### src/rtl/alu_cmd_driver.sv
// alu_cmd_driver: initiator side of the ALU operand interface.
// Accepts commands (cmd_*) over valid/ready and drives alu_a/alu_b/alu_sel.
// Arithmetic and logic ops are held for SETTLE cycles and then sampled from alu_out/alu_ovf.
// The two shift ops run locally, one bit per cycle.
// Results are queued in a RSP_DEPTH-entry FIFO that is drained over rsp_valid/rsp_ready
// (rsp_data/rsp_ovf/rsp_op).
// busy is high outside IDLE.
// stat_ops/stat_ovf count pushes and overflow pushes when DRIVER_STATS_EN is defined.
// Otherwise they read 0.
// Optional feature macro: DRIVER_STATS_EN.
module alu_cmd_driver #(
    parameter int unsigned WIDTH     = 8,
    parameter int unsigned SETTLE    = 1,
    parameter int unsigned RSP_DEPTH = 4
) (
    input  logic             clock,
    input  logic             clear_n,
    input  logic             cmd_valid,
    output logic             cmd_ready,
    input  logic [2:0]       cmd_op,
    input  logic [WIDTH-1:0] cmd_a,
    input  logic [WIDTH-1:0] cmd_b,
    output logic [WIDTH-1:0] alu_a,
    output logic [WIDTH-1:0] alu_b,
    output logic [2:0]       alu_sel,
    input  logic [WIDTH-1:0] alu_out,
    input  logic             alu_ovf,
    output logic             rsp_valid,
    input  logic             rsp_ready,
    output logic [WIDTH-1:0] rsp_data,
    output logic             rsp_ovf,
    output logic [2:0]       rsp_op,
    output logic             busy,
    output logic [15:0]      stat_ops,
    output logic [15:0]      stat_ovf
);

    localparam int unsigned AW   = (RSP_DEPTH > 1) ? $clog2(RSP_DEPTH) : 1;
    localparam int unsigned CW   = AW + 1;
    localparam int unsigned CNTW = 4;

    typedef enum logic [1:0] {ST_IDLE, ST_SETTLE, ST_SHIFT} state_t;

    state_t            state;
    logic [CNTW-1:0]   cnt;
    logic [WIDTH-1:0]  sr;
    logic              st;

    logic [AW-1:0]     wr_ptr;
    logic [AW-1:0]     rd_ptr;
    logic [CW-1:0]     count;
    logic [WIDTH-1:0]  mem_data [RSP_DEPTH];
    logic              mem_ovf  [RSP_DEPTH];
    logic [2:0]        mem_op   [RSP_DEPTH];

    logic              push;
    logic              pop;
    logic [WIDTH-1:0]  push_data;
    logic              push_ovf;
    logic              accept;

    assign cmd_ready = (state == ST_IDLE) && (count < CW'(RSP_DEPTH)) && clear_n;
    assign accept    = cmd_valid && cmd_ready;
    assign busy      = (state != ST_IDLE);

    // Result selection at the completion edge; alu_sel still holds the latched op.
    always_comb begin
        push      = 1'b0;
        push_data = sr;
        push_ovf  = st;
        case (state)
            ST_SETTLE: begin
                push      = (cnt == '0);
                push_data = alu_out;
                // ALU overflow is only defined for add
                push_ovf  = (alu_sel == 3'b000) && alu_ovf;
            end
            ST_SHIFT: push = (cnt == '0);
            default:  push = 1'b0;
        endcase
    end

    // Command FSM and registered ALU drive
    always_ff @(posedge clock or negedge clear_n) begin
        if (!clear_n) begin
            state   <= ST_IDLE;
            cnt     <= '0;
            sr      <= '0;
            st      <= 1'b0;
            alu_a   <= '0;
            alu_b   <= '0;
            alu_sel <= 3'b000;
        end else begin
            case (state)
                ST_IDLE: begin
                    if (accept) begin
                        alu_a   <= cmd_a;
                        alu_b   <= cmd_b;
                        alu_sel <= cmd_op;
                        if (cmd_op[2:1] == 2'b11) begin
                            state <= ST_SHIFT;
                            cnt   <= {1'b0, cmd_b[2:0]};
                            sr    <= cmd_a;
                            st    <= 1'b0;
                        end else begin
                            state <= ST_SETTLE;
                            cnt   <= CNTW'(SETTLE - 1);
                        end
                    end
                end
                ST_SETTLE: begin
                    if (cnt != '0) cnt <= cnt - CNTW'(1);
                    else           state <= ST_IDLE;
                end
                ST_SHIFT: begin
                    if (cnt != '0) begin
                        cnt <= cnt - CNTW'(1);
                        // st collects every bit shifted out
                        if (alu_sel == 3'b110) begin
                            sr <= {sr[WIDTH-2:0], 1'b0};
                            st <= st | sr[WIDTH-1];
                        end else begin
                            sr <= {1'b0, sr[WIDTH-1:1]};
                            st <= st | sr[0];
                        end
                    end else begin
                        state <= ST_IDLE;
                    end
                end
                default: state <= ST_IDLE;
            endcase
        end
    end

    // Result FIFO pointers and occupancy
    assign rsp_valid = (count != '0);
    assign pop       = rsp_valid && rsp_ready;

    always_ff @(posedge clock or negedge clear_n) begin
        if (!clear_n) begin
            wr_ptr <= '0;
            rd_ptr <= '0;
            count  <= '0;
        end else begin
            if (push) wr_ptr <= wr_ptr + AW'(1);
            if (pop)  rd_ptr <= rd_ptr + AW'(1);
            case ({push, pop})
                2'b10:   count <= count + CW'(1);
                2'b01:   count <= count - CW'(1);
                default: count <= count;
            endcase
        end
    end

    // FIFO storage; contents are qualified by count so need no reset
    always_ff @(posedge clock) begin
        if (push) begin
            mem_data[wr_ptr] <= push_data;
            mem_ovf[wr_ptr]  <= push_ovf;
            mem_op[wr_ptr]   <= alu_sel;
        end
    end

    assign rsp_data = mem_data[rd_ptr];
    assign rsp_ovf  = mem_ovf[rd_ptr];
    assign rsp_op   = mem_op[rd_ptr];

`ifdef DRIVER_STATS_EN
    // Saturating push / overflow counters
    always_ff @(posedge clock or negedge clear_n) begin
        if (!clear_n) begin
            stat_ops <= '0;
            stat_ovf <= '0;
        end else if (push) begin
            if (stat_ops != 16'hFFFF) stat_ops <= stat_ops + 16'd1;
            if (push_ovf && (stat_ovf != 16'hFFFF)) stat_ovf <= stat_ovf + 16'd1;
        end
    end
`else
    assign stat_ops = '0;
    assign stat_ovf = '0;
`endif

endmodule

### config.mk
export PLATFORM = sky130hd
export DESIGN_NAME = alu_cmd_driver
export DESIGN_NICKNAME = d
export VERILOG_FILES = /design/src/rtl/alu_cmd_driver.sv
export SDC_FILE = /design/constraint.sdc
export NUM_CORES = 1
export LEC_CHECK = 0
export CAP_MARGIN = 20
export CORE_MARGIN = 2
export CORE_UTILIZATION = 37
export CTS_CLUSTER_SIZE = 25
export DETAILED_ROUTE_END_ITERATION = 7
export GPL_ROUTABILITY_DRIVEN = 0
export GPL_TIMING_DRIVEN = 0
export HOLD_SLACK_MARGIN = 0.12
export SYNTH_ARGS = -nofsm -noshare
export SYNTH_HDL_FRONTEND = slang
export SYNTH_SLANG_ARGS = --single-unit
### constraint.sdc
create_clock -name clock -period 3 [get_ports clock]
set_clock_uncertainty 0.1 [all_clocks]
set_input_delay 0.45 -clock clock [delete_from_list [all_inputs] [get_ports clock]]
set_output_delay 0.45 -clock clock [all_outputs]
set_load 0.1 [all_outputs]
==> results of run 1 <==
layer usage:
layer	vias up	part of all wire	global-route usage
li1	1231	-	-
met1	1278	0.46	0.181
met2	80	0.48	0.219
met3	9	0.051	0.0448
met4	0	0.0084	0.0275
met5	-	0	0
cell usage in the layout (no fill, tap or decap), drive strengths merged, types with 6 or more instances in the layout:
cell / n
a31oi: 7
and2: 6
buf: 43
clkbuf: 13
clkdlybuf4s15: 9
clkdlybuf4s50: 53
conb: 32
dfrtp: 41
edfxtp: 48
ha: 9
inv: 15
mux2: 37
mux4: 12
nand2: 22
nand3: 10
nor2: 9
critical path, cell delays in order:
cell,delay [ns]
dlygate4sd3_1,0.52
buf_2,0.13
buf_12,0.18
and3b_1,0.19
dlygate4sd2_1,0.86
kinds of logic after synthesis:
family                     after synthesis  synth area share
DFF                                     89             0.586
and+or+nand+nor                         59            0.0751
buffers and inverters                   58            0.0855
muxes                                   49             0.163
AOI/OAI and AO/OA                       24            0.0457
adders and majority gates               10            0.0315
xor gates and xnor gates                 6            0.0125
other                                    1          0.000890
through the flow:
step | cell area [µm²] | setup WS (ns)
2_1_floorplan | 4330 | 0.444
3_3_place_gp | 5150 | -1.52
3_5_place_dp | 5170 | -0.0408
4_1_cts | 5480 | 0.0326
5_1_grt | 5490 | 0.00333
6_report | 5490 | 0.103
cell type report:
cell class,instances,area [µm²]
Buffer,44,308
Clock buffer,10,229
Clock inverter,6,53.8
Fill cell,993,5500
Inverter,14,52.6
Multi-Input combinational cell,180,1500
Sequential cell,89,2470
Tap cell,140,175
Timing Repair Buffer,68,698
registers in the layout (all words and copies together) (netlist names):
register and flops:
count 3, mem_ovf 4, sr 8, wr_ptr 2, mem_op 12, mem_data 32
alu_a 8, alu_b 8, state 2, st 1, rd_ptr 2, alu_sel 3
cnt 4
repair_timing:
item / CTS / global route
resized for setup: 28 / 1
endpoints found under the setup margin: 10 / 1
hold endpoints to repair: 17 / 0
hold buffers: 2 / 0
worst max-delay path by stage:
stage | start | endpoint | slack, ns
6_report | clear_n | cmd_ready | 0.10
5_1_grt | state[0]$_DFFE_PN0P_ | busy | 0.003
4_1_cts | rd_ptr[0]$_DFFE_PN0P_ | rsp_ovf | 0.03
3_5_place_dp | rd_ptr[0]$_DFFE_PN0P_ | rsp_data[2] | -0.04
3_3_place_gp | clear_n | cmd_ready | -1.52
2_1_floorplan | state[0]$_DFFE_PN0P_ | alu_a[0]$_DFFE_PN0P_ | 0.44
==> impl_metrics.py, run 1 <==
metrics = {
    "status": {
        "run_status": "finished clean",
    },
    "cells_and_area": {
        "layout-drive-gt1-share": 0.287,
        "finalNetCount": 448,
        "instances_no_fill": 551,
        "final_core_util": 0.499,
        "area_growth_syn_to_layout_pct": 30.2,
        "antennaDiodeCount": 0,
    },
    "yosys": {
        "synth_top_cell_area_share": 0.342,
        "syn-cell-area_um2": 4210,
        "ys.warnings.count": 0,
        "avgSynthCellArea_um2": 14.2,
        "post_synth_cell_types": 44,
        "synth_area_leader_cell": "edfxtp_1",
        "synth_async_sr_flop_share": 0.461,
        "synth_cells": 296,
        "synth_sequential_area_ratio": 0.586,
        "dominantRegCellSynth": "edfxtp_1",
        "synthMostInstantiatedCell": "edfxtp_1",
        "synth_seq_cells": 89,
        "synth_commonest_cells": "edfxtp_1, dfrtp_1, mux2_2",
        "synth_edf_count": 48,
        "synthTopCellsByArea": "edfxtp_1, dfrtp_1, mux2_2",
    },
    "critical_path": {
        "timing.setup.critical_path_class": "in2out",
        "r2r_end": "count[2]$_DFFE_PN0P_",
        "r2r_slack_ns": 0.56,
        "reg2regPathDepth": 11,
        "cp.required_ns": 2.45,
        "critical_path_peak_fanout": 26,
        "rr_startpoint": "state[0]$_DFFE_PN0P_",
        "timing.critical_path.to_type": "output pin",
        "cp.arrival_ns": 2.35,
        "worst_setup_path_start_kind": "input port",
    },
    "sta": {
        "rsz_0062_raised_after_global_routing": "false",
        "worstMarginPinSlew_ns": 1.00,
        "timing.setup.tns_ns": 0,
        "hold-worst-slack_ns": 0.400,
        "slew_violations": 0,
        "timing.final.hold_violations": 0,
        "finalCriticalPeriod_ns": 2.90,
        "highest_achievable_clock_rate_ghz": 0.345,
        "timing.max_slew.rel_slack": 0.331,
        "finalSetupViolations": 0,
        "finalCritPeriodShare": 0.966,
    },
    "hold_path": {
        "whs_path_depth": 1,
        "worstHoldEndpoint": "count[0]$_DFFE_PN0P_",
        "min-delay-start": "count[0]$_DFFE_PN0P_",
        "min_path_type": "reg2reg",
    },
    "place": {
        "dp.cells": 533,
        "portBuffers": 65,
        "hpwl_mm": 5.90,
    },
    "floorplanning": {
        "top_level_ports": 98,
        "die-height_um": 111,
        "area_inside_the_core_boundary_um2": 11000,
        "die-width_um": 111,
        "dieArea_um2": 12300,
        "initial_core_utilization": 0.384,
        "floorplan.rows": 38,
    },
    "cts": {
        "cts_tree": "yes",
        "worst_setup_hold_path_clk_slew_ns": 0.06,
        "cts-buffers-inserted": 9,
        "worst_skew_pair.late_latency_ns": 0.33,
        "clk_sinks": 89,
        "ctsHtreeMaxLevel": 3,
        "cts-root-to-sink-buffers": 2,
        "post_cts_setup_buffer_count": 0,
        "cts.root.buffer_cell": "clkbuf_16",
    },
    "global_route": {
        "antenna_violations_before_repair": 0,
        "grt_max_degree": 27,
        "first_global_vias": 2533,
        "gr-usage-all-layers": 0.136,
        "gr-total-overflow": 0,
        "grt_pass1_wl_mm": 13.1,
    },
    "drt": {
        "antenna_left": 0,
        "routed-via-count": 2598,
        "drt_pass1_iterations": 4,
        "via_to_cell_ratio": 4.72,
        "drt-initial-drc-count": 87,
        "drc_errors": 0,
        "drt_wl_total_mm": 8.11,
        "detail_route.wl_per_cell_um": 14.7,
    },
    "run": {
        "max_cap_viol_count": 0,
    },
}
Power of run 1 is left out: the tool's default activity adds up to more than one toggle a clock period on the data nets, which glitch-free logic cannot reach.
==> run 2, diff against run 1 <==
- CORE_ASPECT_RATIO: default -> 0.9
==> impl_metrics.py, run 2 (synthesis gave the netlist of run 1 again) <==
metrics = {
    "status": {
        "run_status": "finished clean",
    },
    "drt": {
        "drt_pass1_iterations": 4,
        "antenna_left": 0,
        "drc_errors": 0,
        "drt_wl_total_mm": 8.07,
        "via_to_cell_ratio": 4.54,
        "routed-via-count": 2558,
        "drt-initial-drc-count": 108,
        "detail_route.wl_per_cell_um": 14.3,
    },
    "global_route": {
        "antenna_violations_before_repair": 0,
        "gr-usage-all-layers": 0.143,
        "gr-total-overflow": 0,
        "grt_pass1_wl_mm": 13.2,
        "grt_max_degree": 28,
        "first_global_vias": 2613,
    },
    "place": {
        "hpwl_mm": 5.83,
        "portBuffers": 65,
        "dp.cells": 545,
    },
    "sta": {
        "timing.final.hold_violations": 0,
        "slew_violations": 0,
        "highest_achievable_clock_rate_ghz": 0.342,
        "rsz_0062_raised_after_global_routing": "false",
        "timing.max_slew.rel_slack": 0.341,
        "worstMarginPinSlew_ns": 0.986,
        "finalCritPeriodShare": 0.975,
        "finalCriticalPeriod_ns": 2.93,
        "finalSetupViolations": 0,
    },
    "cells_and_area": {
        "antennaDiodeCount": 0,
        "largest-register": "mem_data",
        "final_cell_mix": "clkdlybuf4s50_1, edfxtp_1, dfrtp_1",
        "layout.cells.most_common": "clkdlybuf4s50_1",
        "largest_reg_flops": 32,
        "instances_no_fill": 563,
        "fill_cells": 980,
        "area_growth_syn_to_layout_pct": 30.2,
        "layout-drive-gt1-share": 0.285,
        "finalNetCount": 448,
        "reg_top3": "mem_data: 32 flops, mem_op: 12 flops",
    },
    "cts": {
        "ctsHtreeMaxLevel": 3,
        "post_cts_setup_buffer_count": 0,
        "cts_tree": "yes",
        "clk_sinks": 89,
        "cts.root.buffer_cell": "clkbuf_16",
        "cts-buffers-inserted": 9,
        "cts-root-to-sink-buffers": 2,
        "worst_setup_hold_path_clk_slew_ns": 0.06,
        "worst_skew_pair.late_latency_ns": 0.34,
    },
    "floorplanning": {
        "dieArea_um2": 12300,
        "die-height_um": 105,
        "floorplan.rows": 36,
        "top_level_ports": 98,
        "initial_core_utilization": 0.385,
        "area_inside_the_core_boundary_um2": 10900,
        "die-width_um": 116,
    },
    "run": {
        "max_cap_viol_count": 0,
    },
    "critical_path": {
        "cp.arrival_ns": 2.38,
        "cp.required_ns": 2.45,
        "timing.setup.critical_path_class": "reg2out",
        "timing.critical_path.to_type": "output pin",
        "critical_path_peak_fanout": 5,
        "worst_setup_path_start_kind": "flip-flop",
    },
    "hold_path": {
        "min_path_type": "reg2reg",
    },
}
run 2: layout make-up:
type	instances	area, µm²	share of cell area
timing repair buffer	68	696	0.127
buffer	44	308	0.0561
inverter	14	52.6	0.00958
multi-input combinational	180	1500	0.274
clock inverter	7	46.3	0.00844
sequential	89	2470	0.450
clock buffer	9	225	0.0410
tap	152	190	0.0347
run 2: timing repair:
action                     CTS  global route
hold buffers                 2             0
gates resized for setup     28             0
hold endpoints to repair    14             0
setup endpoints to repair   10             0
run 2: per-stage QoR:
| step | hold slack (ns) | TNS, ns | utilization | setup WS, ns | area [µm²] |
|---|---|---|---|---|---|
| 2_1_floorplan | 0.0544 | 0 | - | 0.444 | 4330 |
| 3_3_place_gp | 0.379 | -28.83 | 0.472 | -1.50 | 5170 |
| 3_5_place_dp | 0.312 | -0.418 | 0.474 | -0.0678 | 5180 |
| 4_1_cts | 0.396 | 0 | 0.501 | 0.0576 | 5490 |
| 5_1_grt | 0.415 | 0 | 0.501 | 0.0198 | 5490 |
| 6_report | 0.390 | 0 | 0.501 | 0.0750 | 5490 |
run 2: final timing paths:
path,start,endpoint,slack [ns],cells past startpoint
min,count[0]$_DFFE_PN0P_,count[0]$_DFFE_PN0P_,0.39,1
min in group asynchronous,clear_n,alu_b[1]$_DFFE_PN0P_,0.57,3
min reg2reg,count[0]$_DFFE_PN0P_,count[0]$_DFFE_PN0P_,0.39,1
max,rd_ptr[0]$_DFFE_PN0P_,rsp_ovf,0.07,3
max reg2reg,state[0]$_DFFE_PN0P_,count[2]$_DFFE_PN0P_,0.56,11
max in group asynchronous,clear_n,wr_ptr[0]$_DFFE_PN0P_,1.16,3
run 2: routing by layer:
metal	GRT usage	vias up	wire length, µm
met2	0.225	73	3880
met1	0.186	1250	3610
met5	0	-	0
li1	-	1225	-
met4	0.0485	0	125
met3	0.0443	10	455
run 2: critical path, cell delays in order (launching register included):
cell and delay, ns:
dfrtp_1 0.32, buf_2 0.19, mux4_2 0.54, clkdlybuf4s50_1 0.98
Power of run 2 is left out for the same reason.
